`config.mk`:
```
export PLATFORM = sky130hd
export DESIGN_NAME = input_debouncer
export DESIGN_NICKNAME = d
export VERILOG_FILES = /design/src/rtl/input_debouncer_pkg.sv /design/src/rtl/input_debouncer_debounce_bit.sv /design/src/rtl/input_debouncer.sv
export SDC_FILE = /design/constraint.sdc
export NUM_CORES = 1
export LEC_CHECK = 0
export CAP_MARGIN = 15
export CORE_MARGIN = 2
export CORE_UTILIZATION = 55
export DETAILED_ROUTE_END_ITERATION = 16
export GPL_TIMING_DRIVEN = 0
export PLACE_DENSITY = 0.75
export SYNTH_ARGS = -nofsm -noshare
export SYNTH_HDL_FRONTEND = slang
export SYNTH_HIERARCHICAL = 1
export SYNTH_SLANG_ARGS = --single-unit
```
`constraint.sdc`:
```
create_clock -name CLK -period 1.9 [get_ports CLK]
set_input_delay 0.19 -clock CLK [delete_from_list [all_inputs] [get_ports CLK]]
set_output_delay 0.19 -clock CLK [all_outputs]
set_load 0.05 [all_outputs]
```
`src/rtl/input_debouncer_pkg.sv`:
```
// Shared constants for the four-input debouncer and the gate bench.
// Bit order of the raw bus is {A,B,C,D}, MSB first.
package input_debouncer_pkg;

    localparam int NUM_INPUTS            = 4;
    localparam int STABLE_CYCLES_DEFAULT = 4;

    localparam int IDX_A = 3;
    localparam int IDX_B = 2;
    localparam int IDX_C = 1;
    localparam int IDX_D = 0;

    typedef enum logic {
        FILT_STABLE   = 1'b0,
        FILT_COUNTING = 1'b1
    } filt_state_t;

endpackage

```
`src/rtl/input_debouncer_debounce_bit.sv`:
```
// One-bit synchronizer plus stability filter with a registered output level.
// Latency: out moves STABLE_CYCLES+2 edges after raw settles; upd is combinational.
// No backpressure: free-running, one accepted change per STABLE_CYCLES cycles.
module debounce_bit
    import input_debouncer_pkg::*;
#(
    parameter int STABLE_CYCLES = STABLE_CYCLES_DEFAULT,
    parameter int CNT_W         = $clog2(STABLE_CYCLES + 1)
) (
    input  logic CLK,
    input  logic RST,
    input  logic raw,
    output logic out,
    output logic upd
);

    localparam logic [CNT_W-1:0] TERM_CNT = CNT_W'(STABLE_CYCLES - 1);

    logic             sync1;
    logic             sync2;
    logic [CNT_W-1:0] cnt;
    logic [CNT_W-1:0] cnt_nxt;
    logic             out_nxt;
    filt_state_t      state;

    // Any return to the held level drops the count to zero, so partial runs never accumulate.
    always_comb begin
        state   = (sync2 == out) ? FILT_STABLE : FILT_COUNTING;
        cnt_nxt = '0;
        out_nxt = out;
        upd     = 1'b0;
        case (state)
            FILT_COUNTING: begin
                if (cnt == TERM_CNT) begin
                    out_nxt = sync2;
                    upd     = 1'b1;
                end else begin
                    cnt_nxt = cnt + CNT_W'(1);
                end
            end
            default: cnt_nxt = '0;
        endcase
    end

    always_ff @(posedge CLK) begin
        if (RST) begin
            sync1 <= 1'b0;
            sync2 <= 1'b0;
            cnt   <= '0;
            out   <= 1'b0;
        end else begin
            sync1 <= raw;
            sync2 <= sync1;
            cnt   <= cnt_nxt;
            out   <= out_nxt;
        end
    end

endmodule

```
`src/rtl/input_debouncer.sv`:
```
// Debounces four raw inputs into registered A..D plus a one-cycle CHANGED strobe.
// Latency: STABLE_CYCLES+2 edges from a stable RAW to A..D and CHANGED.
// No backpressure: outputs update unconditionally; CHANGED is never held.
module input_debouncer
    import input_debouncer_pkg::*;
#(
    parameter int STABLE_CYCLES = STABLE_CYCLES_DEFAULT,
    parameter int CNT_W         = $clog2(STABLE_CYCLES + 1)
) (
    input  logic                  CLK,
    input  logic                  RST,
    input  logic [NUM_INPUTS-1:0] RAW,
    output logic                  A,
    output logic                  B,
    output logic                  C,
    output logic                  D,
    output logic                  CHANGED
);

    logic [NUM_INPUTS-1:0] deb;
    logic [NUM_INPUTS-1:0] upd;

    for (genvar i = 0; i < NUM_INPUTS; i++) begin : g_bit
        debounce_bit #(
            .STABLE_CYCLES(STABLE_CYCLES),
            .CNT_W        (CNT_W)
        ) u_bit (
            .CLK(CLK),
            .RST(RST),
            .raw(RAW[i]),
            .out(deb[i]),
            .upd(upd[i])
        );
    end

    // Registered alongside the output flops so the strobe lands in the same cycle as the new level.
    always_ff @(posedge CLK) begin
        if (RST) begin
            CHANGED <= 1'b0;
        end else begin
            CHANGED <= |upd;
        end
    end

    assign A = deb[IDX_A];
    assign B = deb[IDX_B];
    assign C = deb[IDX_C];
    assign D = deb[IDX_D];

endmodule

```
Word-level counts from Yosys, hierarchy flattened
Cells that the tools add are included.
W data, S select, Z words.
{"block": "word_totals", "register_bits": 25, "elab_cells": 50}
{"block": "classes", "n_addsub": 4, "eq_ne": 8, "mux": 8, "bitwise_logic": 4, "reduce_logical": 9}
{"cell": "$add A3 B1 Y3 const B", "n": 4}
{"cell": "$eq A3 B2 Y1 const B", "n": 4}
{"cell": "$reduce_or A3 Y1", "n": 4}
{"cell": "$mux W1", "n": 8}
{"cell": "$reduce_and A2 Y1", "n": 4}
{"cell": "$eq A1 B1 Y1", "n": 4}
{"cell": "$not A1 Y1", "n": 4}
{"cell": "$reduce_or A4 Y1", "n": 1}

Depth between registers and ports, before layout
{"block": "logic_depth", "word_depth": 4, "mapped_depth": 5, "depth_no_buf": 5}

By module
Netlist, hierarchy kept.
{"module": "debounce_bit", "instances": 4, "cells_each": 18, "area_each_um2": 217.7, "seq_area_each_um2": 120.1}
{"module": "input_debouncer", "instances": 1, "cells_each": 3, "area_each_um2": 30.0, "seq_area_each_um2": 20.0}

Worst setup path before layout
OpenSTA, ideal clock, no wires.
{"block": "synth_path", "path_kind": "reg-to-reg", "start": "register g_bit[1].u_bit.out", "end": "register CHANGED", "setup_ns": 0.121, "arrival_time_ns": 1.273, "setup_slack_ns": 0.506, "stages_incl_launch_ff": 5, "n_path_buf": 0, "synth_period_minus_slack_ns": 1.394, "cell_sequence": "dfxtp_1 -> xnor2_1 -> nor2b_1 -> nor4_1 -> nor2_1"}
{"block": "synth_via", "elab_chain_cells": 3}
{"item": "start: declaration", "line_no": "input_debouncer_debounce_bit.sv:13", "source": "output logic out,"}
{"item": "start signal: assignment", "line_no": "input_debouncer_debounce_bit.sv:55", "source": "out <= out_nxt;"}
{"item": "$eq A1 B1 Y1", "line_no": "input_debouncer_debounce_bit.sv:28", "source": "state = (sync2 == out) ? FILT_STABLE : FILT_COUNTING;"}
{"item": "$mux W1", "line_no": "input_debouncer_debounce_bit.sv:32", "source": "case (state)"}
{"item": "via upd[1]", "line_no": "input_debouncer.sv:21", "source": "logic [NUM_INPUTS-1:0] upd;"}
{"item": "$reduce_or A4 Y1", "line_no": "input_debouncer.sv:41", "source": "CHANGED <= |upd;"}
{"item": "end signal: assignment", "line_no": "input_debouncer.sv:41"}
{"item": "end: declaration", "line_no": "input_debouncer.sv:17", "source": "output logic CHANGED"}
The timed path passes the listed nets, and every way through them passes these cells.
A chain may end at the register's enable or synchronous reset.

Final worst setup path
{"block": "layout_path", "start": "register g_bit[1].u_bit.out", "end": "output C"}
{"item": "end: declaration", "line_no": "input_debouncer.sv:15", "source": "output logic C,"}
No word-level cell between the ends.

==> impl_results.md <==
* Critical path endpoint category: output pin
* H-tree levels at 1
* Crit Path Class: register to output pin
* Critical path required time at roughly 1.7 ns
* Die Area at 1978 um^2
* Worst Setup SP: g_bit[1].u_bit/out$_SDFFE_PP0P_
* CTS sink cnt at 25
* Via/cell ratio at 5.086
* Max FO, Critical Path at 3
* Final non-filler cell total at 105
* Most common cell in the netlist: dfxtp_1
* Largest area contributor in the netlist: dfxtp_1
* I/O pin count at 11
* Initial antenna violation count at 0
* Final Max Tran Viols at 0
* Sequential power share at 68.2%
* Cell depth of the worst flop-to-flop path at 5
* Period Utilization, post-route at 89.19%
* Number of synthesized register bits at 25
* Data arrival, critical path at 1.50 ns
* Worst min path class: input pin to register
* WHS Endpoint: g_bit[2].u_bit/sync1$_SDFF_PP0_
* Gp weighted congestion at about 0.68
* Max transition margin at 39.01%
* CTS tree: done
* WHS Path Cells at 2
* Clk Latency, worst-skew pair at 0.30 ns
* CTS Hold Bufs at 0
* Pint at 633.8 uW
* Fmax at 0.5901 GHz
* DRT Pass-1 Iters at 2
* Startpoint Class: register
* Worst R2R End: CHANGED$_SDFF_PP0_
* Reg2Reg Setup Slack at around 0.49 ns
* Clock slew at reported path FFs at approximately 0.12 ns
* Reg-to-Reg Start: g_bit[1].u_bit/cnt[0]$_SDFF_PP0_
* Longest Clk Path Bufs at 2
* Synth top area cells: dfxtp_1 56%, ha_1 11%, nor2b_1 8.3%, nor4b_2 6.7%, nor4_1 6.3%
* Number of flops mapped to enable cells by yosys at 0
* Worst-path cell chain: clkdlybuf4s50_1
* Leakage power at 0.3755 nW
* Peak supply drop at roughly 0.5 mV
* Avg Cell Area, Syn at 12.01 um^2
* Drt initial violations at 4
* Sw Share at 19.75%
* Yosys warns at 6
* Mapped Area at approximately 900 um^2
* Ant diodes at 0
* Final min period at 1.695 ns
* Placed Cells at about 100
* Fin nets at 104
* Post-synthesis sequential area ratio at 55.56%
* Dominant synthesized flop cell: dfxtp_1
* Synth cell count leaders: 25 x dfxtp_1, 12 x nor2b_1, 9 x nor4_1
* Maxcap violations at 0
* Power share of the combinational group at 4.2%
* Share of the synthesized area in the top cell type at 55.56%
* Fraction of layout cells with a size suffix above 1 at between 7 and 8%
* Worst Max-Slew Pin Slew at roughly 0.91 ns
* Total global-route track usage at a little over an eighth
* Final hold vios at 0
* Psw at 156.0 uW
* Row Count at 14
* DP HPWL at ~760 um
* Via count at 534
* RSZ-0062 raised after global routing: no
* Max stage delay on crit path at 0.82 ns
* Core Region at between 1500 and 2000 um^2
* DRC viols at 0
* CTS resizes at 0
* Antenna Nets Post-Route at 0
* Initial Util at roughly three fifths
* Post-CTS Setup Bufs at 0
* Min-Delay Startpoint: RAW[2]
* WL/cell at 10.16 um
* Die width at 44.47 um
* Pwr Density at 754.2 nW/um^2
* Worst path slowest cell: clkdlybuf4s50_1
* Final setup TNS at 0 ns
* Vias in the first global route at ~490
* Final setup vio count at 0
* Largest net degree at the start of global routing at 26
* Gate Count Post-Synth at 75
* Routed WL at between 1 and 1.5 mm
* Syn_nets at 89
* DIE HEIGHT at 44.47 um
* Clk root buf: clkbuf_4
* Post-synth ARST share at 0%
* CP Buf/Inv Count at 1
* I/O Buffers at 10
* Total CTS buffers at 3
* Layout area overhead at 16.25%
* Final WS setup at 0.2054 ns
* Clock share of power at 27.6%
* Dpl ws at ~0.27 ns
* Synth unique cells at 9
* Remaining global-route overflow at 0
* Fillers at 120
* Worst clock skew at 0.003829 ns
* Crit path max-delay family: buffers and inverters
* Global-route wire length before repair at 1.911 mm
* Outcome: completed
-- layer usage --
layer	GRT usage, %	share of wire [%]	vias to the layer above
met5	0	0	-
met4	7.273	0	0
met3	2.449	3.5	0
met2	20.58	47	7
met1	16.92	49	234
li1	-	-	293
-- power by group through the flow --
stage	combinational, mW	sequential, mW	clock, mW
6_report	0.0328	0.539	0.218
5_1_grt	0.0366	0.541	0.256
4_1_cts	0.0333	0.539	0.229
3_5_place_dp	0.0332	0.551	0
3_3_place_gp	0.0327	0.551	0
2_1_floorplan	0.0138	0.550	0
-- cell usage in the layout (no fill, tap or decap) --
cell and instances:
dfxtp_1 25, nor2b_1 12, clkdlybuf4s50_1 10, nor4_1 9, ha_1 8, nor2_1 5, xnor2_1 4, inv_1 4
nor4b_2 4, mux2i_1 4, clkbuf_4 3, clkbuf_1 1
-- per-stage QoR --
step	utilization, %	hold WS [ns]	cell area [um^2]	total power [mW]
after floorplan	-	0.2616	900.9	0.5635
after global placement	67.00	0.4151	1021	0.5832
after detailed placement	67.00	0.4221	1021	0.5840
after CTS	68.72	0.4213	1047	0.8018
after global routing	68.72	0.4079	1047	0.8332
final	68.72	0.4286	1047	0.7898
-- worst max-delay path by stage --
stage	end	slack, ns	cells past startpoint
final	C	0.21	1
after global routing	C	0.13	1
after global placement	g_bit[2].u_bit/cnt[0]$_SDFF_PP0_	0.29	2
after floorplan	CHANGED$_SDFF_PP0_	0.51	4
after detailed placement	g_bit[2].u_bit/cnt[2]$_SDFF_PP0_	0.27	2
after CTS	C	0.19	1
-- cell type report --
cell class / instances / area [um^2] / share of cell area (%)
clock buffers: 4 / 26.28 / 2.509
inverters: 4 / 15.01 / 1.434
multi-input cells: 46 / 385.4 / 36.80
flip-flops and latches: 25 / 500.5 / 47.79
well taps: 16 / 20.02 / 1.912
repair buffers: 10 / 100.1 / 9.558
-- cell families after synthesis --
logic type	share of synthesized area, %
flip-flops	55.56
XOR/XNOR	3.888
AND/OR/NAND/NOR	23.33
buffers and inverters	1.666
adder cells (fa/ha/maj)	11.11
multiplexers	4.445
-- state kept, by name (all words and copies together) (netlist names) --
name               flops
g_bit.u_bit/sync1      4
g_bit.u_bit/out        4
g_bit.u_bit/cnt       12
g_bit.u_bit/sync2      4
CHANGED                1
(Power assumes the default switching activity.)
